## config.mk

```make
export PLATFORM = sky130hd
export DESIGN_NAME = pwm_multi_flat
export DESIGN_NICKNAME = d
export VERILOG_FILES = /design/src/rtl/pwm_multi_if.sv /design/src/rtl/pwm_multi.sv /design/src/flat_wrapper.sv
export SDC_FILE = /design/constraint.sdc
export NUM_CORES = 1
export LEC_CHECK = 0
export CORE_AREA = 2 2 105 208
export CTS_BUF_LIST = sky130_fd_sc_hd__clkbuf_8
export DETAILED_ROUTE_END_ITERATION = 8
export DIE_AREA = 0 0 107 210
export HOLD_SLACK_MARGIN = 0.15
export PLACE_DENSITY = 0.7
export SETUP_SLACK_MARGIN = 0.15
export SLEW_MARGIN = 15
export SYNTH_ARGS = -nofsm -noshare
export SYNTH_HDL_FRONTEND = slang
export SYNTH_SLANG_ARGS = --single-unit
```

## constraint.sdc

```tcl
create_clock -name clk -period 3.69 [get_ports clk]
set_input_delay 0.738 -clock clk [delete_from_list [all_inputs] [get_ports clk]]
set_output_delay 0.738 -clock clk [all_outputs]
set_load 0.005 [all_outputs]
```

## src/rtl/pwm_multi_if.sv

```systemverilog
// pwm_multi_if: control/status bundle for the multi-channel PWM.
//   master : drives enable, load, period, duty, center_mode, polarity;
//            observes pulse, cycle_start, pending
//   slave  : the PWM block (mirror of master)
// duty packs channel i in bits [i*WIDTH +: WIDTH].
interface pwm_multi_if #(
    parameter int CHANNELS = 4,
    parameter int WIDTH    = 17
);
    logic                        enable;
    logic                        load;
    logic [WIDTH-1:0]            period;
    logic [CHANNELS*WIDTH-1:0]   duty;
    logic                        center_mode;
    logic [CHANNELS-1:0]         polarity;
    logic [CHANNELS-1:0]         pulse;
    logic                        cycle_start;
    logic                        pending;

    modport master (
        output enable, load, period, duty, center_mode, polarity,
        input  pulse, cycle_start, pending
    );

    modport slave (
        input  enable, load, period, duty, center_mode, polarity,
        output pulse, cycle_start, pending
    );
endinterface

```

## src/rtl/pwm_multi.sv

```systemverilog
// pwm_multi: multi-channel PWM sharing one period counter.
//   clk, rst_n : clock (rising edge) and asynchronous active-low reset
//   bus        : pwm_multi_if.slave
//     enable       run/hold the shared counter
//     load         strobe capturing period/duty/center_mode into staging
//     period, duty, center_mode   staged values, applied at a period boundary
//     polarity     live per-channel invert
//     pulse        registered outputs, cycle_start first-cycle strobe,
//     pending      staged values not yet applied
// pwm_lane holds one channel's staged/active duty and its output register.

module pwm_lane #(
    parameter int WIDTH = 17
) (
    input  logic             clk,
    input  logic             rst_n,
    input  logic             load,
    input  logic             xfer,
    input  logic             run,
    input  logic             polarity,
    input  logic [WIDTH-1:0] cnt,
    input  logic [WIDTH-1:0] duty_in,
    output logic             pulse
);
    logic [WIDTH-1:0] duty_s, duty_a;

    // On a transfer edge the active duty still drives this cycle's
    // sample; the new value is seen from cnt=0 of the next period.
    always_ff @(posedge clk or negedge rst_n) begin
        if (!rst_n) begin
            duty_s <= '0;
            duty_a <= '0;
            pulse  <= 1'b0;
        end else begin
            if (xfer) duty_a <= duty_s;
            if (load) duty_s <= duty_in;
            pulse <= (run && (cnt < duty_a)) ^ polarity;
        end
    end
endmodule

module pwm_multi #(
    parameter int CHANNELS = 4,
    parameter int WIDTH    = 17
) (
    input  logic        clk,
    input  logic        rst_n,
    pwm_multi_if.slave  bus
);
    typedef enum logic {UP = 1'b0, DOWN = 1'b1} dir_t;

    localparam logic [WIDTH-1:0] ONE = WIDTH'(1);
    localparam logic [WIDTH-1:0] TWO = WIDTH'(2);

    logic [WIDTH-1:0]                 period_s, period_a;
    logic                             mode_s, mode_a;
    logic [WIDTH-1:0]                 cnt, cnt_nxt, last;
    dir_t                             dir, dir_nxt;
    logic                             pending, cs_q;
    logic                             running, boundary, xfer;
    logic [CHANNELS-1:0][WIDTH-1:0]   duty_v;
    logic [CHANNELS-1:0]              pulse_w;

    assign duty_v  = bus.duty;
    assign last    = period_a - ONE;
    assign running = bus.enable && (period_a >= TWO);

    // Last cycle of a period. A center-mode period of 2 never goes down,
    // so its turn-around point doubles as the boundary.
    always_comb begin
        boundary = 1'b0;
        if (!mode_a)
            boundary = (cnt == last);
        else
            boundary = ((dir == DOWN) && (cnt == ONE)) ||
                       ((dir == UP) && (cnt == last) && (period_a == TWO));
    end

    // Idle: apply staged values on the next edge. Running: only at a boundary.
    assign xfer = pending && (!running || boundary);

    always_comb begin
        cnt_nxt = '0;
        dir_nxt = UP;
        if (running && !boundary) begin
            if (!mode_a) begin
                cnt_nxt = cnt + ONE;
            end else if (dir == UP) begin
                if (cnt == last) begin
                    cnt_nxt = cnt - ONE;
                    dir_nxt = DOWN;
                end else begin
                    cnt_nxt = cnt + ONE;
                end
            end else begin
                cnt_nxt = cnt - ONE;
                dir_nxt = DOWN;
            end
        end
    end

    always_ff @(posedge clk or negedge rst_n) begin
        if (!rst_n) begin
            period_s <= '0;
            period_a <= '0;
            mode_s   <= 1'b0;
            mode_a   <= 1'b0;
            cnt      <= '0;
            dir      <= UP;
            pending  <= 1'b0;
            cs_q     <= 1'b0;
        end else begin
            cnt <= cnt_nxt;
            dir <= dir_nxt;
            if (xfer) begin
                period_a <= period_s;
                mode_a   <= mode_s;
            end
            // A load coincident with a transfer only refills staging.
            if (bus.load) begin
                period_s <= bus.period;
                mode_s   <= bus.center_mode;
            end
            pending <= bus.load | (pending & ~xfer);
            cs_q    <= running && (cnt == '0);
        end
    end

    for (genvar g = 0; g < CHANNELS; g++) begin : g_lane
        pwm_lane #(.WIDTH(WIDTH)) u_lane (
            .clk      (clk),
            .rst_n    (rst_n),
            .load     (bus.load),
            .xfer     (xfer),
            .run      (running),
            .polarity (bus.polarity[g]),
            .cnt      (cnt),
            .duty_in  (duty_v[g]),
            .pulse    (pulse_w[g])
        );
    end

    assign bus.pulse       = pulse_w;
    assign bus.cycle_start = cs_q;
    assign bus.pending     = pending;
endmodule
```

## src/flat_wrapper.sv

```systemverilog
// flat-port wrapper written by rule: the top's interface ports become plain ports
module pwm_multi_flat 
#(
    parameter int CHANNELS = 4,
    parameter int WIDTH    = 17
)
  (clk, rst_n, bus_enable, bus_load, bus_period, bus_duty, bus_center_mode, bus_polarity, bus_pulse, bus_cycle_start, bus_pending);
  pwm_multi_if #(.CHANNELS(CHANNELS), .WIDTH(WIDTH)) bus_i ();
  input  logic clk;
  input  logic rst_n;
  input wire logic [$bits(bus_i.enable)-1:0] bus_enable;
  input wire logic [$bits(bus_i.load)-1:0] bus_load;
  input wire logic [$bits(bus_i.period)-1:0] bus_period;
  input wire logic [$bits(bus_i.duty)-1:0] bus_duty;
  input wire logic [$bits(bus_i.center_mode)-1:0] bus_center_mode;
  input wire logic [$bits(bus_i.polarity)-1:0] bus_polarity;
  output wire logic [$bits(bus_i.pulse)-1:0] bus_pulse;
  output wire logic [$bits(bus_i.cycle_start)-1:0] bus_cycle_start;
  output wire logic [$bits(bus_i.pending)-1:0] bus_pending;
  assign bus_i.enable = bus_enable;
  assign bus_i.load = bus_load;
  assign bus_i.period = bus_period;
  assign bus_i.duty = bus_duty;
  assign bus_i.center_mode = bus_center_mode;
  assign bus_i.polarity = bus_polarity;
  assign bus_pulse = bus_i.pulse;
  assign bus_cycle_start = bus_i.cycle_start;
  assign bus_pending = bus_i.pending;
  pwm_multi #(.CHANNELS(CHANNELS), .WIDTH(WIDTH)) u_core (.clk(clk), .rst_n(rst_n), .bus(bus_i));
endmodule
```

# Yosys cells after proc, flatten, opt, wreduce, memory -nomap -nowiden
# Cells that the tools add are included.
# word_totals
reg_bits,196
input_bits,94
out_inout_bits,6
# op_classes
n_reduce_logical,16
eq_ne,3
bitwise,8
add_sub_neg,3
n_mux,9
magnitude_cmp,5
# ops
operator,n
$lt A17 B17 Y1,4
$mux W17,4
$sub A17 B1 Y17 const B,2
$add A17 B1 Y17 const B,1
$eq A17 B1 Y1 const B,1
$eq A17 B17 Y1,1
$eq A17 B2 Y1 const B,1
$ge A17 B2 Y1 const B,1
$logic_not A17 Y1,1
$logic_and A1 B1 Y1,11
$mux W1,5
$xor A1 B1 Y1,4
$logic_not A1 Y1,2
$logic_or A1 B1 Y1,2
$not A1 Y1,2
$and A1 B1 Y1,1
$or A1 B1 Y1,1

# Logic depth before layout (Yosys ltp)
# Gate-level depths: netlist (run 1).
# depth
ltp_word,11
mapped_depth,14
ltp_nobuf,10

# Modules after synthesis
# A second synthesis (run 1) with hierarchy kept.
# hier_totals
hier_cells,1001
area_unflattened_um2,10521.3
# modules_own_cells
mod,n_inst,cells_per_inst,area_per_inst_um2,seq_area_each_um2
pwm_lane (u_core.g_lane[0].u_lane ...),3,153,1687.9,875.8
pwm_multi,1,395,3803.6,1401.3
pwm_lane (u_core.g_lane[3].u_lane),1,147,1654.1,875.8

# Worst setup path after synthesis (run 1)
# No wires, ideal clock.
# synth_timing
path_type,flip-flop to flip-flop
from,reg u_core.period_a[2]
to,reg u_core.period_a[10]
path_stages_with_launch,13
setup_ns,0.125
arrival_time_ns,2.811
path_slack_ns,0.754
path_cell_list,dfrtp_1 -> buf_6 -> or4_4 -> or3_1 -> a2bb2oi_2 -> o2111ai_1 -> nor4_1 -> a211o_1 -> buf_2 -> and2_4 -> buf_6 -> buf_6 -> mux2_4
# synth_via
elab_chain_len,8
elab_cells_between_ends,12
classes_between,add/sub (1); order compare (1); eq/ne (2); mux (1); reduce/logical (7)
# synth_rtl
element,line_no,source
from (decl),pwm_multi.sv:55,"logic [WIDTH-1:0] period_s, period_a;"
from (signal assigned),pwm_multi.sv:116,period_a <= period_s;
$sub A17 B1 Y17,pwm_multi.sv:65,assign last = period_a - ONE;
$eq A17 B17 Y1,"pwm_multi.sv:73, pwm_multi.sv:76",
$logic_and A1 B1 Y1 (2 in series),pwm_multi.sv:76,((dir == UP) && (cnt == last) && (period_a == TWO));
$logic_or A1 B1 Y1,pwm_multi.sv:75,boundary = ((dir == DOWN) && (cnt == ONE)) ||
$mux W1,pwm_multi.sv:72,if (!mode_a)
$logic_or A1 B1 Y1 (*),pwm_multi.sv:80,assign xfer = pending && (!running || boundary);
$logic_and A1 B1 Y1 (*),pwm_multi.sv:80,
# Mark *: on every way between the ends. The rest lies on a longest branch, timed or not.
# A chain may end at the register's enable or synchronous reset.

# Worst setup path in the final report (run 1)
# layout_timing
from,reg u_core.cnt[3]
to,reg u_core.g_lane[1].u_lane.duty_a[2]
# layout_via
elab_chain_len,7
elab_cells_between_ends,9
classes_between,eq/ne (2); mux (1); reduce/logical (6)
# layout_rtl
element,line_no,source
from (decl),pwm_multi.sv:57,"logic [WIDTH-1:0] cnt, cnt_nxt, last;"
from (signal assigned),pwm_multi.sv:113,cnt <= cnt_nxt;
$eq A17 B17 Y1,"pwm_multi.sv:73, pwm_multi.sv:76",
$logic_and A1 B1 Y1 (2 in series),pwm_multi.sv:76,
$logic_or A1 B1 Y1,pwm_multi.sv:75,
$mux W1 (*),pwm_multi.sv:72,
$logic_or A1 B1 Y1 (*),pwm_multi.sv:80,
$logic_and A1 B1 Y1 (*),pwm_multi.sv:80,
to (signal assigned),pwm_multi.sv:35,if (xfer) duty_a <= duty_s;
to (decl),pwm_multi.sv:25,"logic [WIDTH-1:0] duty_s, duty_a;"
# Marks and branches as above.

==> impl_metrics.csv, run 1 <==
group,metric,value,unit
yosys,ys_types,56,
critical_path,cp_slowest_cell,"dfrtp_1",
clocking,cts.sinks,196,
floorplan,ioPinCount,100,
grt,grt_pass1_vias,7545,
critical_path,cp-start-kind,"flop",
timing,final_max_slew_viol_count,0,
critical_path,worst-r2r-cell-count,10,
critical_path,r2r-end,"u_core.g_lane[1].u_lane.duty_a[2]$_DFFE_PN0P_",
critical_path,r2r-start,"u_core.cnt[3]$_DFF_PN0_",
critical_path,path_cells,"nor4_2 > nand2_1 > or4_1 > or3_1 > nor2_1 > a211o_2 > and2_4 > buf_12 > buf_4 > o21ai_0",
critical_path,rrSetupSlack,350,ps
timing,hold_viol,0,
timing,fmax,299,MHz
yosys,ys.flop_type,"dfrtp_1",
grt,globalRouteTotalUtil,21.3,%
yosys,synth-warning-count,0,
power,power.density,418,nW/µm²
hold_path,hold_path_class,"primary input to async pin",
timing,skew,13.7,ps
run_status,outcome,"finished, final reports clean",
layout,multi_input_area,4810,µm²
layout,area_delta_synth_final,16.5,%
layout,diodes,0,
place,port_buffers,99,
critical_path,cp.arrival,3730,ps
layout,seqCellArea,4910,µm²
detailed_routing,first_iter_violations,285,
layout,fillers,1802,
detailed_routing,vias_per_cell,5.53,
floorplan,dieHeight,210,µm
timing,finalCriticalPeriod,3340,ps
timing,whs,202,ps
yosys,synth_area,10300,µm²
timing,setup_viol,0,
critical_path,endpoint,"u_core.g_lane[1].u_lane.duty_a[2]$_DFFE_PN0P_",
timing,rsz0062_at_grt,"false",
power,ir_worst_vdd,382,µV
clocking,worstSkewPairLatency,510,ps
critical_path,crit_type,"flop to flop",
detailed_routing,wl_per_cell,17.2,µm
grt,grt_max_degree,88,
critical_path,worstPathRequired,4080,ps
floorplan,rows,75,
yosys,synth_edf_count,0,
critical_path,max_stage_delay,590,ps
critical_path,cp_max_fo,22,
timing,fin_tns_setup,0,ps
layout,nNetsFinal,1192,
grt,antenna_found_initial,0,
clocking,clkTransAtPathRegs,110,ps
power,p_leak,5.45,nW
yosys,syn_avg_cell_area,10.9,µm²
floorplan,die_w,107,µm
clocking,clock_path_buffers,2,
timing,tightest_slew,1070,ps
yosys,synth_seq_cells,196,
clocking,root_buffer,"clkbuf_8",
floorplan,core_area,20900,µm²
place,gp_congestion,0.882,
clocking,post_cts_buffers,0,
floorplan,start_util,49.1,%
clocking,h-tree-depth,4,
detailed_routing,dr.pass1.iters,4,
grt,grt_remaining_overflow,0,
layout,drive_gt1_share,16.9,%
detailed_routing,ant_nets,0,
critical_path,startpoint,"u_core.cnt[3]$_DFF_PN0_",
yosys,synth_async_sr_flop_share,100,%
run,drv_cap,0,
clocking,cts_made_buffers,17,
yosys,syn_inst,938,
critical_path,end_kind,"flop",
yosys,synth_seq_area_share,47.8,%
place,dp_hpwl,15.9,mm
detailed_routing,via_count,7244,
yosys,syn_nets,1102,
detailed_routing,wl,22.5,mm
clocking,cts_tree,"yes",
detailed_routing,drc,0,
timing,slew_headroom,28.5,%
grt,grt_pass1_wl,37.4,mm
floorplan,dieArea,22500,µm²
timing,finalCritPeriodShare,90.6,%
power breakdown:
group / switching [mW] / total [mW] / internal (mW)
clock: 0.802 / 1.42 / 0.619
combinational: 0.492 / 1.00 / 0.513
sequential: 0.162 / 2.57 / 2.41
total: 1.46 / 5.00 / 3.54
flip-flops by register name (all words and copies together), names as in the netlist, 4 cells and up:
name and flops:
u_core.g_lane.u_lane.duty_a 68, u_core.g_lane.u_lane.duty_s 68, u_core.cnt 17, u_core.period_a 17, u_core.period_s 17, u_core.g_lane.u_lane.pulse 4
placed cells by master (no fill, tap or decap), types with 13 or more instances in the layout:
cell type,n
dfrtp_1,195
or3_1,13
buf_4,22
mux2_2,86
clkdlybuf4s50_1,97
nand2_1,26
clkbuf_8,18
o21ai_0,56
ha_1,70
nand3_1,88
nor2_1,31
mux2i_1,15
mux2_4,19
nand4_1,14
o21ai_1,40
xnor2_1,21
inv_1,72
a21o_1,21
critical path: cells and delay by family (launching register included):
family	cells	cell delay (ps)
buffers and inverters	2	410
AOI/OAI and AO/OA	2	270
and+or+nand+nor	6	1940
DFF	1	590
synth_stat cells, drive strengths merged, types with 2 or more instances:
cell type | instances | share of area (%)
xor2 | 10 | 0.85
nor4bb | 2 | 0.20
nand4 | 14 | 0.85
inv | 71 | 2.6
and4 | 4 | 0.34
or4 | 3 | 0.26
a211o | 5 | 0.43
nand2b | 12 | 0.73
nor3 | 12 | 0.59
buf | 28 | 2.0
o21ai | 96 | 4.7
nor4 | 6 | 0.49
dfrtp | 196 | 48
o22ai | 2 | 0.12
mux2i | 15 | 1.5
and2 | 4 | 0.27
nor3b | 2 | 0.15
nor2 | 31 | 1.1
nand2 | 26 | 0.95
nand3 | 88 | 4.3
a21o | 21 | 1.5
or2 | 2 | 0.12
a21oi | 11 | 0.54
nand3b | 6 | 0.44
xnor2 | 21 | 1.8
and3 | 5 | 0.30
clkbuf | 25 | 0.91
a211oi | 6 | 0.44
ha | 70 | 8.5
o211ai | 2 | 0.15
mux2 | 105 | 12
nor2b | 7 | 0.43
a31oi | 3 | 0.18
or3 | 13 | 0.79
worst min-delay path by stage:
stage,endpoint,from,cells after the start,slack (ps)
finish,u_core.cnt[14]$_DFF_PN0_,rst_n,1,200
detailed placement,u_core.period_a[7]$_DFFE_PN0P_,u_core.period_s[7]$_DFFE_PN0P_,1,490
CTS,u_core.cnt[3]$_DFF_PN0_,rst_n,1,210
global placement,u_core.period_a[14]$_DFFE_PN0P_,u_core.period_s[14]$_DFFE_PN0P_,1,490
global route,u_core.g_lane[2].u_lane.duty_s[16]$_DFFE_PN0P_,rst_n,1,220
floorplan,u_core.bus.cycle_start$_DFF_PN0_,rst_n,0,440
layer usage:
layer / up-vias / global-route usage, % / wire length [µm]
li1: 3481 / - / -
met1: 3587 / 24.5 / 9020
met2: 138 / 37.3 / 12100
met3: 38 / 3.93 / 652
met4: 0 / 10.9 / 790
met5: - / 0 / 0
area by class of cell:
cell class | instances | share of cell area, %
clock inverters | 15 | 1.44
well taps | 269 | 2.81
inverters | 71 | 2.23
repair buffers | 124 | 10.3
multi-input cells | 618 | 40.2
flip-flops and latches | 196 | 41.0
clock buffers | 17 | 1.96
through the flow:
stage	power, mW	setup slack [ps]	area (µm²)	cells	utilization [%]
2_1_floorplan	3.26	754	10300	938	-
3_3_place_gp	3.59	456	11500	1278	55.2
3_5_place_dp	3.63	373	11500	1278	55.2
4_1_cts	5.05	366	12000	1310	57.1
5_1_grt	5.28	195	12000	1310	57.1
6_report	5.00	347	12000	1310	57.1
repair_timing:
item                                    in CTS  in global routing
resized for setup                            0                  1
endpoints found under the setup margin       0                 29
hold buffers                                 0                  0
cells by family after synthesis:
kind of cell    after synthesis  share of synthesized area [%]
simple gates                240                           12.6
flops                       196                           47.8
compound gates              156                           9.06
buf+inv                     124                           5.52
mux                         120                           13.7
fa+ha+maj                    70                           8.53
xor+xnor                     32                           2.86
(Power assumes the default switching activity.)
==> run 2: changes to the inputs <==
Settings changed: ABC_AREA from default to 1, CORE_AREA 2 2 105 208 to 2 2 107 213, DIE_AREA 0 0 107 210 to 0 0 109 215.
==> run 2 against run 1 <==
Fmax increased by 16%. Global-route usage increased by 1.2 points. Synthesized cell count increased by 35%. Critical path depth increased by 5. Critical path type unchanged. Highest routed layer unchanged.
==> impl_metrics.csv, run 2 <==
group,metric,value,unit
timing,whs,317,ps
yosys,synth_top_area_share,45.8,%
run,drv_cap,0,
layout,area_delta_synth_final,14.8,%
layout,drive_gt1_share,8.76,%
critical_path,path_cells,"inv_1 > ha_1 > nand2_1 > nor2_1 > nand2_1 > nand3_1 > nand2_1 > nor2_1 > nand3_1 > nor2_2 > nand2_1 > nand2_1 > nand3_1 > nand2_1 > nor2_1",
floorplan,dieHeight,215,µm
grt,globalRouteTotalUtil,22.5,%
floorplan,core_area,21900,µm²
layout,nNetsFinal,1509,
detailed_routing,highest_layer,"met4",
timing,skew,14.0,ps
clocking,clkTransAtPathRegs,100,ps
timing,fmax,346,MHz
floorplan,die_w,109,µm
detailed_routing,drc,0,
yosys,synth_edf_count,0,
place,dp_hpwl,17.4,mm
run_status,outcome,"finished, final reports clean",
timing,tightest_slew,896,ps
timing,hold_viol,0,
critical_path,cp_slowest_cell,"nand2_1",
layout,diodes,0,
yosys,synth.most_common_cell,"nand2_1",
yosys,ys.flop_type,"dfrtp_1",
grt,grt_pass1_vias,8637,
yosys,syn_avg_cell_area,8.44,µm²
grt,grt_max_degree,119,
yosys,synth_async_sr_flop_share,100,%
place,dp_cells,1602,
floorplan,dieArea,23400,µm²
timing,final_max_slew_viol_count,0,
yosys,synth_seq_area_share,45.8,%
grt,antenna_found_initial,0,
detailed_routing,ant_nets,0,
timing,setup_viol,0,
layout,fin_cells,1634,
power,p_leak,6.32,nW
clocking,post_cts_buffers,0,
power,ir_worst_vdd,295,µV
timing,finalCritPeriodShare,78.3,%
grt,grt_remaining_overflow,0,
floorplan,ioPinCount,100,
yosys,synth_seq_cells,196,
critical_path,end_kind,"flop",
clocking,root_buffer,"clkbuf_8",
critical_path,worst-r2r-cell-count,15,
layout,layout_commonest_cell,"nand2_1",
critical_path,cp.arrival,3280,ps
floorplan,start_util,49.0,%
yosys,synth_area_leaders,"dfrtp_1, nand2_1, ha_1",
detailed_routing,wl,24.7,mm
timing,finalCriticalPeriod,2890,ps
detailed_routing,vias_per_cell,5.21,
critical_path,path_common_cell,"nand2_1",
detailed_routing,first_iter_violations,406,
layout,mostFrequentLayoutCells,"nand2_1, dfrtp_1, inv_1",
yosys,syn_nets,1434,
clocking,cts_made_buffers,17,
clocking,cts_tree,"yes",
detailed_routing,met3_length,1.13,mm
place,gp_congestion,0.896,
hold_path,hold_path_class,"primary input to async pin",
detailed_routing,wl_met2,12.4,mm
power,power.density,419,nW/µm²
detailed_routing,dr.pass1.iters,5,
yosys,synth_area,10700,µm²
layout,fillers,1991,
floorplan,rows,77,
detailed_routing,wirelength_met1,10.4,mm
detailed_routing,wl_per_cell,15.1,µm
critical_path,cp-start-kind,"flop",
yosys,ys_types,37,
yosys,synth-warning-count,0,
yosys,ys_top_cells_by_count,"nand2_1, dfrtp_1, inv_1",
clocking,h-tree-depth,4,
layout,reg_top3,"u_core.g_lane.u_lane.duty_a (68), u_core.g_lane.u_lane.duty_s (68)",
critical_path,max_stage_delay,610,ps
clocking,cts.sinks,196,
critical_path,worstPathRequired,4080,ps
timing,rsz0062_at_grt,"false",
clocking,clock_path_buffers,2,
timing,fin_tns_setup,0,ps
place,port_buffers,99,
critical_path,crit_type,"flop to flop",
yosys,syn_inst,1270,
clocking,worstSkewPairLatency,500,ps
clocking,holdBufCountCts,0,
grt,grt_pass1_wl,41.2,mm
timing,slew_headroom,39.9,%
yosys,yosysTopAreaCell,"dfrtp_1",
detailed_routing,via_count,8521,
critical_path,cp_max_fo,22,
clocking,cts-resized-gates,0,
run 2: cell types whose count changed after synthesis, moves of 21 or more:
cell	before	now
inv_1	71	177
mux2_2	86	54
xor2_1	10	36
nand2_1	26	310
a21oi_1	11	40
a21o_1	21	0
nor2_1	31	62
run 2: area by class of cell:
cell class / instances / area, µm² / area share (%)
Timing Repair Buffer: 114 / 1150 / 9.38
Clock buffer: 17 / 234 / 1.90
Multi-Input combinational cell: 838 / 4850 / 39.4
Inverter: 178 / 668 / 5.43
Clock inverter: 15 / 145 / 1.18
Tap cell: 276 / 345 / 2.81
Sequential cell: 196 / 4910 / 39.9
run 2: metrics by stage:
step	util [%]	total power [mW]	area [µm²]	setup slack, ps
after floorplan	-	3.42	10700	1550
final	56.3	5.15	12300	802
after global routing	56.3	5.52	12300	491
after detailed placement	54.5	3.85	11900	866
after CTS	56.3	5.23	12300	841
after global placement	54.5	3.80	11900	909
run 2: kinds of logic after synthesis:
family                   share of synthesized area, %
flip-flops                                       45.8
multiplexers                                     5.67
AO/OA/AOI/OAI                                    6.91
adder cells (fa/ha/maj)                          8.17
AND/OR/NAND/NOR                                  21.0
buffers and inverters                            8.96
XOR/XNOR                                         3.51
run 2: worst max-delay path, delay by kind of cell (launching register included):
family                   cells  cell delay [ps]
AND/OR/NAND/NOR             13             1990
flip-flops                   1              410
adder cells (fa/ha/maj)      1              250
buffers and inverters        1              140
run 2: per-layer routing:
metal | global-route usage, % | vias up
met5 | 0 | -
met4 | 10.4 | 0
met3 | 4.06 | 44
met2 | 37.5 | 227
met1 | 27.8 | 4058
li1 | - | 4192
run 2: power by group:
part	switching [mW]	internal, mW	leakage [nW]
clock network	0.801	0.551	0.194
logic	0.684	0.512	3.72
registers	0.204	2.40	2.40
run 2: path summary, 6_finish.rpt:
check                                                          startpoint                                        endpoint  slack, ps
max                                        u_core.period_a[0]$_DFFE_PN0P_                        u_core.cnt[15]$_DFF_PN0_        800
min                                                                 rst_n   u_core.g_lane[3].u_lane.duty_s[7]$_DFFE_PN0P_        320
max reg2reg                                u_core.period_a[0]$_DFFE_PN0P_                        u_core.cnt[15]$_DFF_PN0_        800
min reg2reg                u_core.g_lane[1].u_lane.duty_a[13]$_DFFE_PN0P_  u_core.g_lane[1].u_lane.duty_a[13]$_DFFE_PN0P_        480
max in group asynchronous                                           rst_n                  u_core.period_a[6]$_DFFE_PN0P_       2600
min in group clk           u_core.g_lane[1].u_lane.duty_a[13]$_DFFE_PN0P_  u_core.g_lane[1].u_lane.duty_a[13]$_DFFE_PN0P_        480
